## src/rtl/clock_div_pkg.sv

```systemverilog
// clock_div_pkg
//   Shared types and constants for the divided-clock controller.
//   clkdiv_state_t : controller state encoding (IDLE, RUN, STOPPING)
//   CLKDIV_MIN_DIV : smallest divisor that produces a valid period
//   CLKDIV_CNT_W   : default divisor / period counter width
package clock_div_pkg;

    localparam int CLKDIV_CNT_W   = 28;
    localparam int CLKDIV_MIN_DIV = 2;

    typedef enum logic [1:0] {
        IDLE     = 2'd0,
        RUN      = 2'd1,
        STOPPING = 2'd2
    } clkdiv_state_t;

endpackage

```

## src/rtl/clock_div_ctrl_if.sv

```systemverilog
// clock_div_ctrl_if
//   Divisor configuration handshake between a host/CSR block and the
//   divided-clock controller.
//   cfg_valid  master->slave  new divisor offered
//   cfg_div    master->slave  offered divisor (CNT_W bits)
//   cfg_ready  slave->master  controller can take a divisor
//   cfg_err    slave->master  one-cycle pulse: last accepted divisor was illegal
interface clock_div_ctrl_if #(
    parameter int CNT_W = 28
);
    logic             cfg_valid;
    logic [CNT_W-1:0] cfg_div;
    logic             cfg_ready;
    logic             cfg_err;

    modport master (
        output cfg_valid,
        output cfg_div,
        input  cfg_ready,
        input  cfg_err
    );

    modport slave (
        input  cfg_valid,
        input  cfg_div,
        output cfg_ready,
        output cfg_err
    );
endinterface

```

## src/rtl/clock_div_core.sv

```systemverilog
// clock_div_core
//   Period counter plus registered clock_out / tick decode.
//   clock_in   system clock (rising edge)
//   reset_n    asynchronous active-low reset
//   en         counting enabled (controller not idle)
//   clr        force the counter to 0
//   div        active divisor, always >= 2
//   pe         combinational period end (cnt == div-1 while enabled)
//   clock_out  registered: high while cnt < div>>1, low when disabled
//   tick       registered: one pulse per completed period
module clock_div_core #(
    parameter int CNT_W = 28
) (
    input  logic             clock_in,
    input  logic             reset_n,
    input  logic             en,
    input  logic             clr,
    input  logic [CNT_W-1:0] div,
    output logic             pe,
    output logic             clock_out,
    output logic             tick
);

    logic [CNT_W-1:0] cnt;
    logic [CNT_W-1:0] div_m1;
    logic [CNT_W-1:0] half;

    // div never drops below 2, so div-1 cannot underflow
    assign div_m1 = div - CNT_W'(1);
    assign half   = div >> 1;
    assign pe     = en && (cnt == div_m1);

    always_ff @(posedge clock_in or negedge reset_n) begin
        if (!reset_n) begin
            cnt       <= '0;
            clock_out <= 1'b0;
            tick      <= 1'b0;
        end else begin
            if (clr) begin
                cnt <= '0;
            end else if (en) begin
                cnt <= pe ? '0 : cnt + CNT_W'(1);
            end
            // decode of the pre-edge count: outputs trail cnt by one cycle
            clock_out <= en && (cnt < half);
            tick      <= pe;
        end
    end

endmodule

```

## src/rtl/clock_div_ctrl.sv

```systemverilog
// clock_div_ctrl
//   Run-time controller for a programmable divided clock. Starts/stops
//   cleanly on period boundaries and applies divisor changes only at a
//   period end, so no runt pulses reach the slow domain.
//   clock_in    system clock (rising edge)
//   reset_n     asynchronous active-low reset
//   cfg         divisor handshake (clock_div_ctrl_if.slave)
//   start       request to run (level or pulse)
//   stop        request to stop at the end of the current period
//   clock_out   divided clock
//   tick        one-cycle pulse per completed period
//   busy        controller not idle
//   period_cnt  (only with CLOCK_DIV_CTRL_PERIOD_CNT_EN) 16-bit wrapping
//               count of completed periods
//
//   state    | meaning
//   ---------+----------------------------------------------------------
//   IDLE     | counter held at 0, clock_out low, divisor written directly
//   RUN      | counting; stop request moves to STOPPING
//   STOPPING | counting; returns to IDLE at period end unless restarted
module clock_div_ctrl
    import clock_div_pkg::*;
#(
    parameter int CNT_W       = CLKDIV_CNT_W,
    parameter int DEFAULT_DIV = 16
) (
    input  logic                   clock_in,
    input  logic                   reset_n,
    clock_div_ctrl_if.slave        cfg,
    input  logic                   start,
    input  logic                   stop,
    output logic                   clock_out,
    output logic                   tick,
    output logic                   busy
`ifdef CLOCK_DIV_CTRL_PERIOD_CNT_EN
    ,
    output logic [15:0]            period_cnt
`endif
);

    localparam logic [1:0] ST_IDLE     = IDLE;
    localparam logic [1:0] ST_RUN      = RUN;
    localparam logic [1:0] ST_STOPPING = STOPPING;

    logic [1:0]       state;
    logic [1:0]       state_nxt;
    logic [CNT_W-1:0] div_q;
    logic [CNT_W-1:0] pend_q;
    logic             pend_v;
    logic             cfg_err_q;
    logic             xfer;
    logic             div_legal;
    logic             pe;
    logic             run_en;

    assign cfg.cfg_ready = !pend_v;
    assign cfg.cfg_err   = cfg_err_q;
    assign xfer          = cfg.cfg_valid && !pend_v;
    assign div_legal     = cfg.cfg_div >= CNT_W'(CLKDIV_MIN_DIV);
    assign run_en        = (state != ST_IDLE);
    assign busy          = run_en;

    clock_div_core #(
        .CNT_W (CNT_W)
    ) u_core (
        .clock_in  (clock_in),
        .reset_n   (reset_n),
        .en        (run_en),
        .clr       (!run_en),
        .div       (div_q),
        .pe        (pe),
        .clock_out (clock_out),
        .tick      (tick)
    );

    always_comb begin
        state_nxt = state;
        case (state)
            ST_IDLE: begin
                // stop wins over a simultaneous start
                if (start && !stop) state_nxt = ST_RUN;
            end
            ST_RUN: begin
                if (stop) state_nxt = ST_STOPPING;
            end
            ST_STOPPING: begin
                // a restart cancels the stop without touching the count
                if (start && !stop) state_nxt = ST_RUN;
                else if (pe)        state_nxt = ST_IDLE;
            end
            default: state_nxt = ST_IDLE;
        endcase
    end

    always_ff @(posedge clock_in or negedge reset_n) begin
        if (!reset_n) begin
            state     <= ST_IDLE;
            div_q     <= CNT_W'(DEFAULT_DIV);
            pend_q    <= '0;
            pend_v    <= 1'b0;
            cfg_err_q <= 1'b0;
        end else begin
            state     <= state_nxt;
            cfg_err_q <= xfer && !div_legal;

            // a value accepted in the same cycle as pe is not yet pending,
            // so it waits for the following period end
            if (pe && pend_v) begin
                div_q  <= pend_q;
                pend_v <= 1'b0;
            end

            // xfer requires !pend_v, so this never collides with the apply above
            if (xfer && div_legal) begin
                if (state == ST_IDLE) begin
                    div_q <= cfg.cfg_div;
                end else begin
                    pend_q <= cfg.cfg_div;
                    pend_v <= 1'b1;
                end
            end
        end
    end

`ifdef CLOCK_DIV_CTRL_PERIOD_CNT_EN
    // pe is the same event that raises tick on this edge
    always_ff @(posedge clock_in or negedge reset_n) begin
        if (!reset_n) begin
            period_cnt <= '0;
        end else if (pe) begin
            period_cnt <= period_cnt + 16'd1;
        end
    end
`endif

endmodule

```

## src/flat_wrapper.sv

```systemverilog
// flat-port wrapper written by rule: the top's interface ports become plain ports
module clock_div_ctrl_flat import clock_div_pkg::*;
#(
    parameter int CNT_W       = CLKDIV_CNT_W,
    parameter int DEFAULT_DIV = 16
)
  (clock_in, reset_n, start, stop, clock_out, tick, busy, cfg_cfg_valid, cfg_cfg_div, cfg_cfg_ready, cfg_cfg_err);
  clock_div_ctrl_if #(.CNT_W(CNT_W)) cfg_i ();
  input  logic clock_in;
  input  logic reset_n;
  input  logic start;
  input  logic stop;
  output logic clock_out;
  output logic tick;
  output logic busy;
  input wire logic [$bits(cfg_i.cfg_valid)-1:0] cfg_cfg_valid;
  input wire logic [$bits(cfg_i.cfg_div)-1:0] cfg_cfg_div;
  output wire logic [$bits(cfg_i.cfg_ready)-1:0] cfg_cfg_ready;
  output wire logic [$bits(cfg_i.cfg_err)-1:0] cfg_cfg_err;
  assign cfg_i.cfg_valid = cfg_cfg_valid;
  assign cfg_i.cfg_div = cfg_cfg_div;
  assign cfg_cfg_ready = cfg_i.cfg_ready;
  assign cfg_cfg_err = cfg_i.cfg_err;
  clock_div_ctrl #(.CNT_W(CNT_W), .DEFAULT_DIV(DEFAULT_DIV)) u_core (.clock_in(clock_in), .reset_n(reset_n), .cfg(cfg_i), .start(start), .stop(stop), .clock_out(clock_out), .tick(tick), .busy(busy));
endmodule
```

## config.mk

```make
export PLATFORM = sky130hd
export DESIGN_NAME = clock_div_ctrl_flat
export DESIGN_NICKNAME = d
export VERILOG_FILES = /design/src/rtl/clock_div_pkg.sv /design/src/rtl/clock_div_ctrl_if.sv /design/src/rtl/clock_div_core.sv /design/src/rtl/clock_div_ctrl.sv /design/src/flat_wrapper.sv
export SDC_FILE = /design/constraint.sdc
export NUM_CORES = 1
export LEC_CHECK = 0
export CAP_MARGIN = 10
export CORE_ASPECT_RATIO = 0.6
export CORE_MARGIN = 3
export CORE_UTILIZATION = 60
export DETAILED_ROUTE_END_ITERATION = 10
export GPL_ROUTABILITY_DRIVEN = 0
export PLACE_DENSITY = 0.83
export SKIP_LAST_GASP = 1
export SLEW_MARGIN = 25
export SYNTH_ARGS = -nofsm -noshare
export SYNTH_HDL_FRONTEND = slang
export SYNTH_SLANG_ARGS = --single-unit
```

## constraint.sdc

```tcl
create_clock -name clock_in -period 7.8 [get_ports clock_in]
set_input_delay 0.78 -clock clock_in [delete_from_list [all_inputs] [get_ports clock_in]]
set_output_delay 0.78 -clock clock_in [all_outputs]
set_load 0.05 [all_outputs]
```

* Yosys cells after proc, flatten, opt, wreduce, memory -nomap -nowiden
Cells that the tools add are included.
Word-level totals: input bits 33, flip-flop bits (word level) 90, output and inout port bits 5, word-level logic and storage cells 46
Cells by class: multiplexer cells 13, reductions and logical operators 14, bitwise gates (word level) 1, equality and inequality tests 6, order comparisons 2, add/sub/neg operators 2
Operator list (count):
- 28-bit two-way mux | 5
- 28-bit by 1-bit adder with 28-bit output, second input constant | 1
- 28-bit == test | 1
- 28-bit by 2-bit greater-or-equal comparator with 1-bit output, second input constant | 1
- 28-bit by 27-bit less-than comparator with 1-bit output | 1
- 28-bit by 1-bit subtractor with 28-bit output, second input constant | 1
- 2-bit two-way mux | 4
- 1-bit logical AND | 7
- 2-bit one-hot mux with 3 select lines | 1
- 2-bit inequality test, second input constant | 2
- 1-bit zero test | 3
- 1-bit two-way mux | 3
- 3-bit inequality test, second input constant | 1
- 3-bit AND reduction | 1
- 2-bit by 1-bit == test with 1-bit output, second input constant | 1
- 2-bit == test, second input constant | 1
- 2-bit zero test | 1
- 2-bit AND reduction | 1
- 2-bit nonzero test | 1
- 1-bit NOT | 1

* Longest topological paths before layout
Gate-level depths: netlist of run 1.
depth in word-level cells 7, depth in mapped cells 13

* Modules after synthesis
A second synthesis of run 1 with hierarchy kept.
Unflattened totals: cell total of the unflattened synthesis 570, area total of the unflattened synthesis 5854.4 um^2
Modules (own cells, without submodules):
- clock_div_core | area an instance 3184.3 um^2, times used 1, cells an instance 393
- clock_div_ctrl | area an instance 2670.1 um^2, times used 1, cells an instance 177

* Worst setup path before layout of run 1
OpenSTA, ideal clock, no wires.
path kind input-to-reg, start input port cfg_cfg_div[2], end register u_core.div_q[15], stages 8, buffers on the path 2, setup time 0.082 ns, setup slack 4.646 ns, arrival 3.073 ns, required time 7.718 ns, cell sequence nor4_1 -> nand4_1 -> o211ai_1 -> or2_2 -> dlygate4sd3_1 -> dlygate4sd3_1 -> nor2_1 -> a31oi_1
On the way: word-level cells in the longest chain between the ends 3
Ends and longest elaborated chain:
- start: declaration | RTL line flat_wrapper.sv:17 | input wire logic [$bits(cfg_i.cfg_div)-1:0] cfg_cfg_div;
- 28-bit by 2-bit greater-or-equal comparator with 1-bit output | RTL line clock_div_ctrl.sv:59 | assign div_legal = cfg.cfg_div >= CNT_W'(CLKDIV_MIN_DIV);
- 1-bit logical AND | RTL line clock_div_ctrl.sv:114 | if (xfer && div_legal) begin
- 28-bit two-way mux | RTL line clock_div_ctrl.sv:114
- end signal: assignment | RTL line clock_div_ctrl.sv:98 | div_q <= CNT_W'(DEFAULT_DIV);
- end signal: assignment | RTL line clock_div_ctrl.sv:109 | div_q <= pend_q;
- end signal: assignment | RTL line clock_div_ctrl.sv:116 | div_q <= cfg.cfg_div;
- end: declaration | RTL line clock_div_ctrl.sv:47 | logic [CNT_W-1:0] div_q;
No other way between the ends. A chain may end at the register's enable or synchronous reset.

* Worst setup path in the final report of run 1
start register u_core.div_q[2], end register u_core.div_q[6]
On the way: word-level cells in the longest chain between the ends 7
Ends and longest elaborated chain:
- 28-bit by 1-bit subtractor with 28-bit output * | RTL line clock_div_core.sv:29 | assign div_m1 = div - CNT_W'(1);
- 28-bit == test * | RTL line clock_div_core.sv:31 | assign pe = en && (cnt == div_m1);
- 1-bit logical AND * | RTL line clock_div_core.sv:31
- 1-bit logical AND * | RTL line clock_div_ctrl.sv:108 | if (pe && pend_v) begin
- 28-bit two-way mux * | RTL line clock_div_ctrl.sv:108
- 28-bit two-way mux | RTL line clock_div_ctrl.sv:115 | if (state == ST_IDLE) begin
- 28-bit two-way mux * | RTL line clock_div_ctrl.sv:114
Every way passes the cells marked *; elsewhere a longest branch is shown, timed or not.

==> results of run 1 <==
-- area by class of cell --
cell class                      count  area (um^2)
Timing Repair Buffer               42          409
Clock buffer                       11          243
Clock inverter                      5         37.5
Sequential cell                    90         2250
Tap cell                          130          163
Fill cell                         707         2830
Multi-Input combinational cell    487         3360
Inverter                           35          131
-- cell usage after synthesis (2+ instances only) --
cell,count
nand2b_1,11
or4_1,31
clkbuf_1,20
and3_1,4
or2b_1,2
and2_1,2
buf_2,5
o21ai_0,16
nand3b_1,2
ha_1,28
or4_4,2
nor3_1,12
o2111ai_1,2
a211oi_1,2
buf_6,7
nor2_1,74
nand3_1,45
a31oi_1,30
o22ai_1,3
and4_1,2
buf_4,3
o21a_1,3
nor4_2,2
o21ai_1,22
xnor2_1,29
nor4_1,17
xor2_1,29
or3_1,4
mux2_2,29
a21o_1,12
inv_1,35
nand2_1,15
a21oi_1,9
o31ai_1,3
mux2i_1,3
dfrtp_1,89
nand4_1,20
dlygate4sd3_1,4
and3b_1,2
-- power by group through the flow --
stage	clock (mW)	sequential, mW	combinational, mW
final	0.412	0.479	0.0901
after CTS	0.419	0.479	0.0874
after global placement	0	0.487	0.0848
after global routing	0.441	0.479	0.0987
after floorplan	0	0.488	0.0422
after detailed placement	0	0.487	0.0869
-- routing by layer --
layer	share of wire (%)	vias up
li1	-	2393
met1	45	2593
met2	43	271
met3	11	35
met4	1.7	0
met5	0	-
-- cell usage in the layout, fill, tap and decap left out, types with 11 or more instances in the layout --
master           instances
dfrtp_1                 89
nor2_1                  74
nand3_1                 45
clkdlybuf4s50_1         36
inv_1                   35
or4_1                   31
a31oi_1                 30
xor2_1                  29
xnor2_1                 29
mux2_2                  29
ha_1                    28
o21ai_1                 22
nand4_1                 20
nor4_1                  17
o21ai_0                 16
nand2_1                 15
nor3_1                  12
a21o_1                  12
nand2b_1                11
-- worst paths after layout --
| check | endpoint | cells after the start | start | slack [ns] |
|---|---|---|---|---|
| setup / recovery | u_core.div_q[6]$_DFF_PN0_ | 8 | u_core.div_q[2]$_DFF_PN0_ | 3.57 |
| hold / removal | u_core.state[1]$_DFFE_PN0P_ | 1 | reset_n | 0.37 |
| setup reg to reg | u_core.div_q[6]$_DFF_PN0_ | 8 | u_core.div_q[2]$_DFF_PN0_ | 3.57 |
| hold reg to reg | u_core.pend_q[7]$_DFFE_PN0P_ | 1 | u_core.pend_q[7]$_DFFE_PN0P_ | 0.51 |
| max in group asynchronous | u_core.pend_q[17]$_DFFE_PN0P_ | 2 | reset_n | 6.36 |
| min in group clock_in | u_core.pend_q[7]$_DFFE_PN0P_ | 1 | u_core.pend_q[7]$_DFFE_PN0P_ | 0.51 |
-- kinds of logic after synthesis --
family | share of synthesized area [%]
AND/OR/NAND/NOR | 23.3
AO/OA/AOI/OAI | 12.1
buffers and inverters | 6.29
adder cells (fa/ha/maj) | 5.85
flip-flops | 37.6
XOR/XNOR | 8.86
multiplexers | 5.95
-- flip-flops by register name, indices dropped and copies added (netlist names) --
name                     flops
u_core.u_core.tick           1
u_core.state                 2
u_core.u_core.cnt           28
u_core.cfg.cfg_err           1
u_core.u_core.clock_out      1
u_core.div_q                28
u_core.pend_q               28
u_core.pend_v                1
-- critical path, delay by kind of cell (launching register included) --
family,cells,cell delay (ns)
AOI/OAI and AO/OA,4,1.46
DFF,1,0.47
and+or+nand+nor,4,2.20
-- per-stage QoR --
step | instance area (um^2) | hold WS, ns | total power [mW]
floorplan | 5990 | 0.473 | 0.531
global placement | 6300 | 0.489 | 0.571
detailed placement | 6300 | 0.494 | 0.574
CTS | 6580 | 0.385 | 0.985
global route | 6600 | 0.397 | 1.02
finish | 6600 | 0.370 | 0.982
==> results.ini, run 1 <==
[status]
outcome=completed

[die]
io-pin-count=38
die_x_um=135
rows=27
initial_core_util_pct=63.5
fp.dieH_um=83.4
die_area_um2=11300
core_area_um2=9430

[route]
wire_per_inst_um=20.3
wl_um=16200
vias_per_cell=6.62
initialDrtViolationCount=586
drc=0
drtPass1Iterations=5
num_vias=5292
postRouteAntennaNets=0

[critical_path]
cp.arrival_ns=4.48
end_kind=flop
start_kind=flop
crit_type=reg -> reg
required_ns=8.05
crit_path_top_delay_cell=or4_1
crit_path_frequent_cell=a31oi_1
path_cells=nor4_2, nand2_1, or3_1, a31oi_1, a22o_1, or4_1, o21ai_0, a31oi_1
path_max_fanout=32
critPathMaxStageDelay_ns=0.92

[sta]
drv_slew=0
skew_ns=0.0118
finalCritPeriodShare_pct=54.2
worst_slew_pin_slew_ns=1.05
setup-violations-final=0
fmax_ghz=0.236
fin_crit_ns=4.23
finalHoldViolations=0
rsz0062_at_grt=false
slew_headroom_pct=30.1
setup_slack_ns=3.57
finalSetupTns_ns=0

[synth]
yosysUniqueCellTypes=61
yosys_warnings=0
syn_avg_cell_area_um2=9.18
ys_seq_area_share_pct=37.6
synth.net_count=713
synth.area.top_cells=dfrtp_1 37%, ha_1 5.9%, mux2_2 5.5%, nor2_1 4.6%, xnor2_1 4.2%
syn_inst=652
ys_ff_latch=90
async_reset_ff_share_pct=100
syn-cell-area_um2=5990
synth_top_cell_by_area=dfrtp_1
synth_flop_cell=dfrtp_1
synth_top_cell_area_share_pct=37.2
synth_edf_count=0

[layout]
fin_util_pct=70.0
final_cells=800
drive_above_1_share_pct=8.96
antenna_cells=0
area_delta_synth_final_pct=10.1
finish.net_count=726

[job]
cap_violations=0

[power]
leakage_nw=2.91
p_int_uw=731
ir_drop_v=0.000132
power.switching_uw=251
seq_power_share_pct=48.8
comb_power_share_pct=9.2
clockPowerShare_pct=42.0
switching_share_pct=25.6
powerDensity_nw_per_um2=149

[clock_tree]
cts-root-buf=clkbuf_16
ctsHoldBuffers=0
cts_tree=yes
cts.sinks=90
path_clk_slew_ns=0.07
postCtsSetupBuffers=0
cts_resized=0
numCtsBuffers=9
clk_latency_ns=0.35
cts_htree_levels=3
clockBufferDepth=2

[placement]
dp_hpwl_um=11900
placedCellCount=783
pre_cts_slack_ns=3.72
io_buffers=37

[grt]
overflow=0
grt_pass1_wl_um=26900
grt.busiest_layer=met1
grt_max_degree=60
use_met2_pct=43.5
use_met1_pct=44.0
grt_antenna_before_repair=1
grt_util_all_layers_pct=29.9
grt_use_met3_pct=9.02
grt_pass1_vias=5232

[hold_path]
holdCritPathClass=in -> async

Note: power is estimated with default switching activity, not from simulation.
==> run 2: changes to the inputs <==
==> constraint.sdc (replaced) <==
create_clock -name clock_in -period 4 [get_ports clock_in]
set_input_delay 0.4 -clock clock_in [delete_from_list [all_inputs] [get_ports clock_in]]
set_output_delay 0.4 -clock clock_in [all_outputs]
set_load 0.05 [all_outputs]
==> results.ini, run 2 (synthesis results as in run 1) <==
[critical_path]
reg2regPathDepth=8  ; unchanged
critPathMaxStageDelay_ns=0.76  ; -0.16 ns
required_ns=4.26  ; -3.79 ns
r2r_end=u_core.div_q[19]$_DFF_PN0_
rrSetupSlack_ns=0.47  ; -3.10 ns
cp.arrival_ns=3.79  ; -0.69 ns
start_kind=flop
crit_type=reg -> reg
rr_startpoint=u_core.div_q[9]$_DFF_PN0_
crit_path_top_delay_cell=nor4_2
path_cells=nor4_2, nand3b_4, nor4_1, mux2i_1, o2111ai_1, or2_4, or4_1, a31oi_1
end_kind=flop
path_max_fanout=31  ; -3.1%

[sta]
rsz0062_at_grt=false
finalSetupTns_ns=0  ; unchanged
finalHoldViolations=0  ; unchanged
fin_crit_ns=3.53  ; -0.701 ns
fmax_ghz=0.283  ; +20%
setup-violations-final=0  ; unchanged
slew_headroom_pct=27.0  ; -3.1 points
finalCritPeriodShare_pct=88.2  ; +34 points
worst_slew_pin_slew_ns=1.09  ; +0.0462 ns
drv_slew=0  ; unchanged
skew_ns=0.00760  ; -0.00423 ns
setup_slack_ns=0.471  ; -3.10 ns

[clock_tree]
cts_tree=yes
postCtsSetupBuffers=0  ; unchanged
cts-root-buf=clkbuf_16
clockBufferDepth=2  ; unchanged
numCtsBuffers=9  ; unchanged
cts_resized=0  ; unchanged
path_clk_slew_ns=0.07  ; about the same
cts.sinks=90  ; unchanged
ctsHoldBuffers=0  ; unchanged
cts_htree_levels=3  ; unchanged
clk_latency_ns=0.36  ; about the same

[power]
leakage_nw=2.95  ; +1.1%
clockPowerShare_pct=44.0  ; +2.0 points
switching_share_pct=25.7  ; +0.091 points
power.switching_uw=507  ; +100%
seq_power_share_pct=47.2  ; -1.6 points
ir_drop_v=0.000241  ; +83%
comb_power_share_pct=8.8  ; -0.4 points
powerDensity_nw_per_um2=297  ; +100%
p_int_mw=1.47  ; +100%

[layout]
final_common_cell=dfrtp_1
finish.net_count=732  ; +0.83%
finalInstanceArea_um2=6650  ; +0.87%
final_cell_mix=89 x dfrtp_1, 74 x nor2_1, 45 x nand3_1, 36 x clkdlybuf4s50_1, 35 x inv_1
drive_above_1_share_pct=9.76  ; +0.81 points
reg_top3=u_core.div_q: 28 flops, u_core.pend_q: 28 flops, u_core.u_core.cnt: 28 flops
antenna_cells=0  ; unchanged
area_delta_synth_final_pct=11.1

[grt]
grt_pass1_wl_um=26500  ; -1.2%
grt_antenna_before_repair=0  ; -1
grt_pass1_vias=5068  ; -3.1%
grt_max_degree=61  ; +1.7%
grt_util_all_layers_pct=29.7  ; -0.20 points
overflow=0  ; unchanged

[die]
die_area_um2=11300  ; unchanged
die_x_um=135  ; unchanged
initial_core_util_pct=63.5  ; unchanged
io-pin-count=38  ; unchanged
rows=27  ; unchanged
fp.dieH_um=83.4  ; unchanged
core_area_um2=9430  ; unchanged

[route]
drtPass1Iterations=8  ; +3
wire_per_inst_um=20.1  ; -1.1%
initialDrtViolationCount=637  ; +8.7%
num_vias=5346  ; +1.0%
drc=0  ; unchanged
wl_um=16200  ; -0.35%
vias_per_cell=6.63  ; +0.27%
postRouteAntennaNets=0  ; unchanged

[placement]
dp_hpwl_um=11500  ; -3.0%
placed_area_um2=6360  ; +0.83%
pre_cts_slack_ns=0.660  ; -3.06 ns
io_buffers=37  ; unchanged

[status]
outcome=completed

[job]
cap_violations=0  ; unchanged

[hold_path]
holdCritPathClass=in -> async

[run 2: changes by cell type in the layout (fill, tap and decap cells not counted), sizes merged]
cell    change
buf         +6
bufinv      +1
clkbuf      -1
[run 2: stage by stage]
step	total power, mW	hold slack (ns)	instances	util (%)
final	1.98	0.106	806	70.6
after global routing	2.04	0.159	806	70.6
after CTS	1.98	0.143	806	70.6
after detailed placement	1.12	0.494	790	67.4
after global placement	1.12	0.489	790	67.4
after floorplan	1.03	0.104	652	-
[run 2: how the worst max path moves through the flow]
stage	slack, ns	cells past startpoint	startpoint	to
final	0.47	8	u_core.div_q[9]$_DFF_PN0_	u_core.div_q[19]$_DFF_PN0_
after global routing	0.38	8	u_core.div_q[5]$_DFF_PN0_	u_core.div_q[19]$_DFF_PN0_
after CTS	0.59	8	u_core.div_q[9]$_DFF_PN0_	u_core.div_q[19]$_DFF_PN0_
after detailed placement	0.66	8	u_core.div_q[9]$_DFF_PN0_	u_core.div_q[19]$_DFF_PN0_
after global placement	0.77	8	u_core.div_q[9]$_DFF_PN0_	u_core.div_q[11]$_DFF_PN0_
after floorplan	0.95	11	u_core.div_q[13]$_DFF_PN0_	u_core.div_q[10]$_DFF_PN0_
[run 2: area by class of cell]
type                    count  area, um^2
well taps                 130         163
clock inverters             6        67.6
inverters                  35         131
clock buffers              10         229
repair buffers             48         450
fillers                   688        2770
multi-input cells         487        3360
flip-flops and latches     90        2250
[run 2: power groups by stage]
stage / Sequential, mW / Clock [mW] / Combinational, mW
detailed placement: 0.950 / 0 / 0.173
global placement: 0.949 / 0 / 0.169
global route: 0.935 / 0.912 / 0.190
finish: 0.933 / 0.869 / 0.174
CTS: 0.933 / 0.872 / 0.174
floorplan: 0.952 / 0 / 0.0822
[run 2: worst max-delay path: cells and delay by family (launching register included)]
family,cells,cell delay (ns)
AO/OA/AOI/OAI,2,0.42
flip-flops,1,0.45
multiplexers,1,0.25
AND/OR/NAND/NOR,5,2.32
[run 2: metal layers]
layer,GRT usage (%),vias up,share of wire [%]
li1,-,2408,-
met1,43.2,2587,43
met2,43.0,303,42
met3,9.56,48,12
met4,7.59,0,2.2
met5,0,-,0
==> run 3: changes to the inputs <==
--- a/config.mk
+++ b/config.mk
@@ -12,6 +12,7 @@
 export DETAILED_ROUTE_END_ITERATION = 10
 export GPL_ROUTABILITY_DRIVEN = 0
 export PLACE_DENSITY = 0.83
+export SKIP_CTS_REPAIR_TIMING = 1
 export SKIP_LAST_GASP = 1
 export SLEW_MARGIN = 25
 export SYNTH_ARGS = -nofsm -noshare
==> results of run 3 <==
Same layout as run 2: the final DEF is identical, and so are final timing and power.
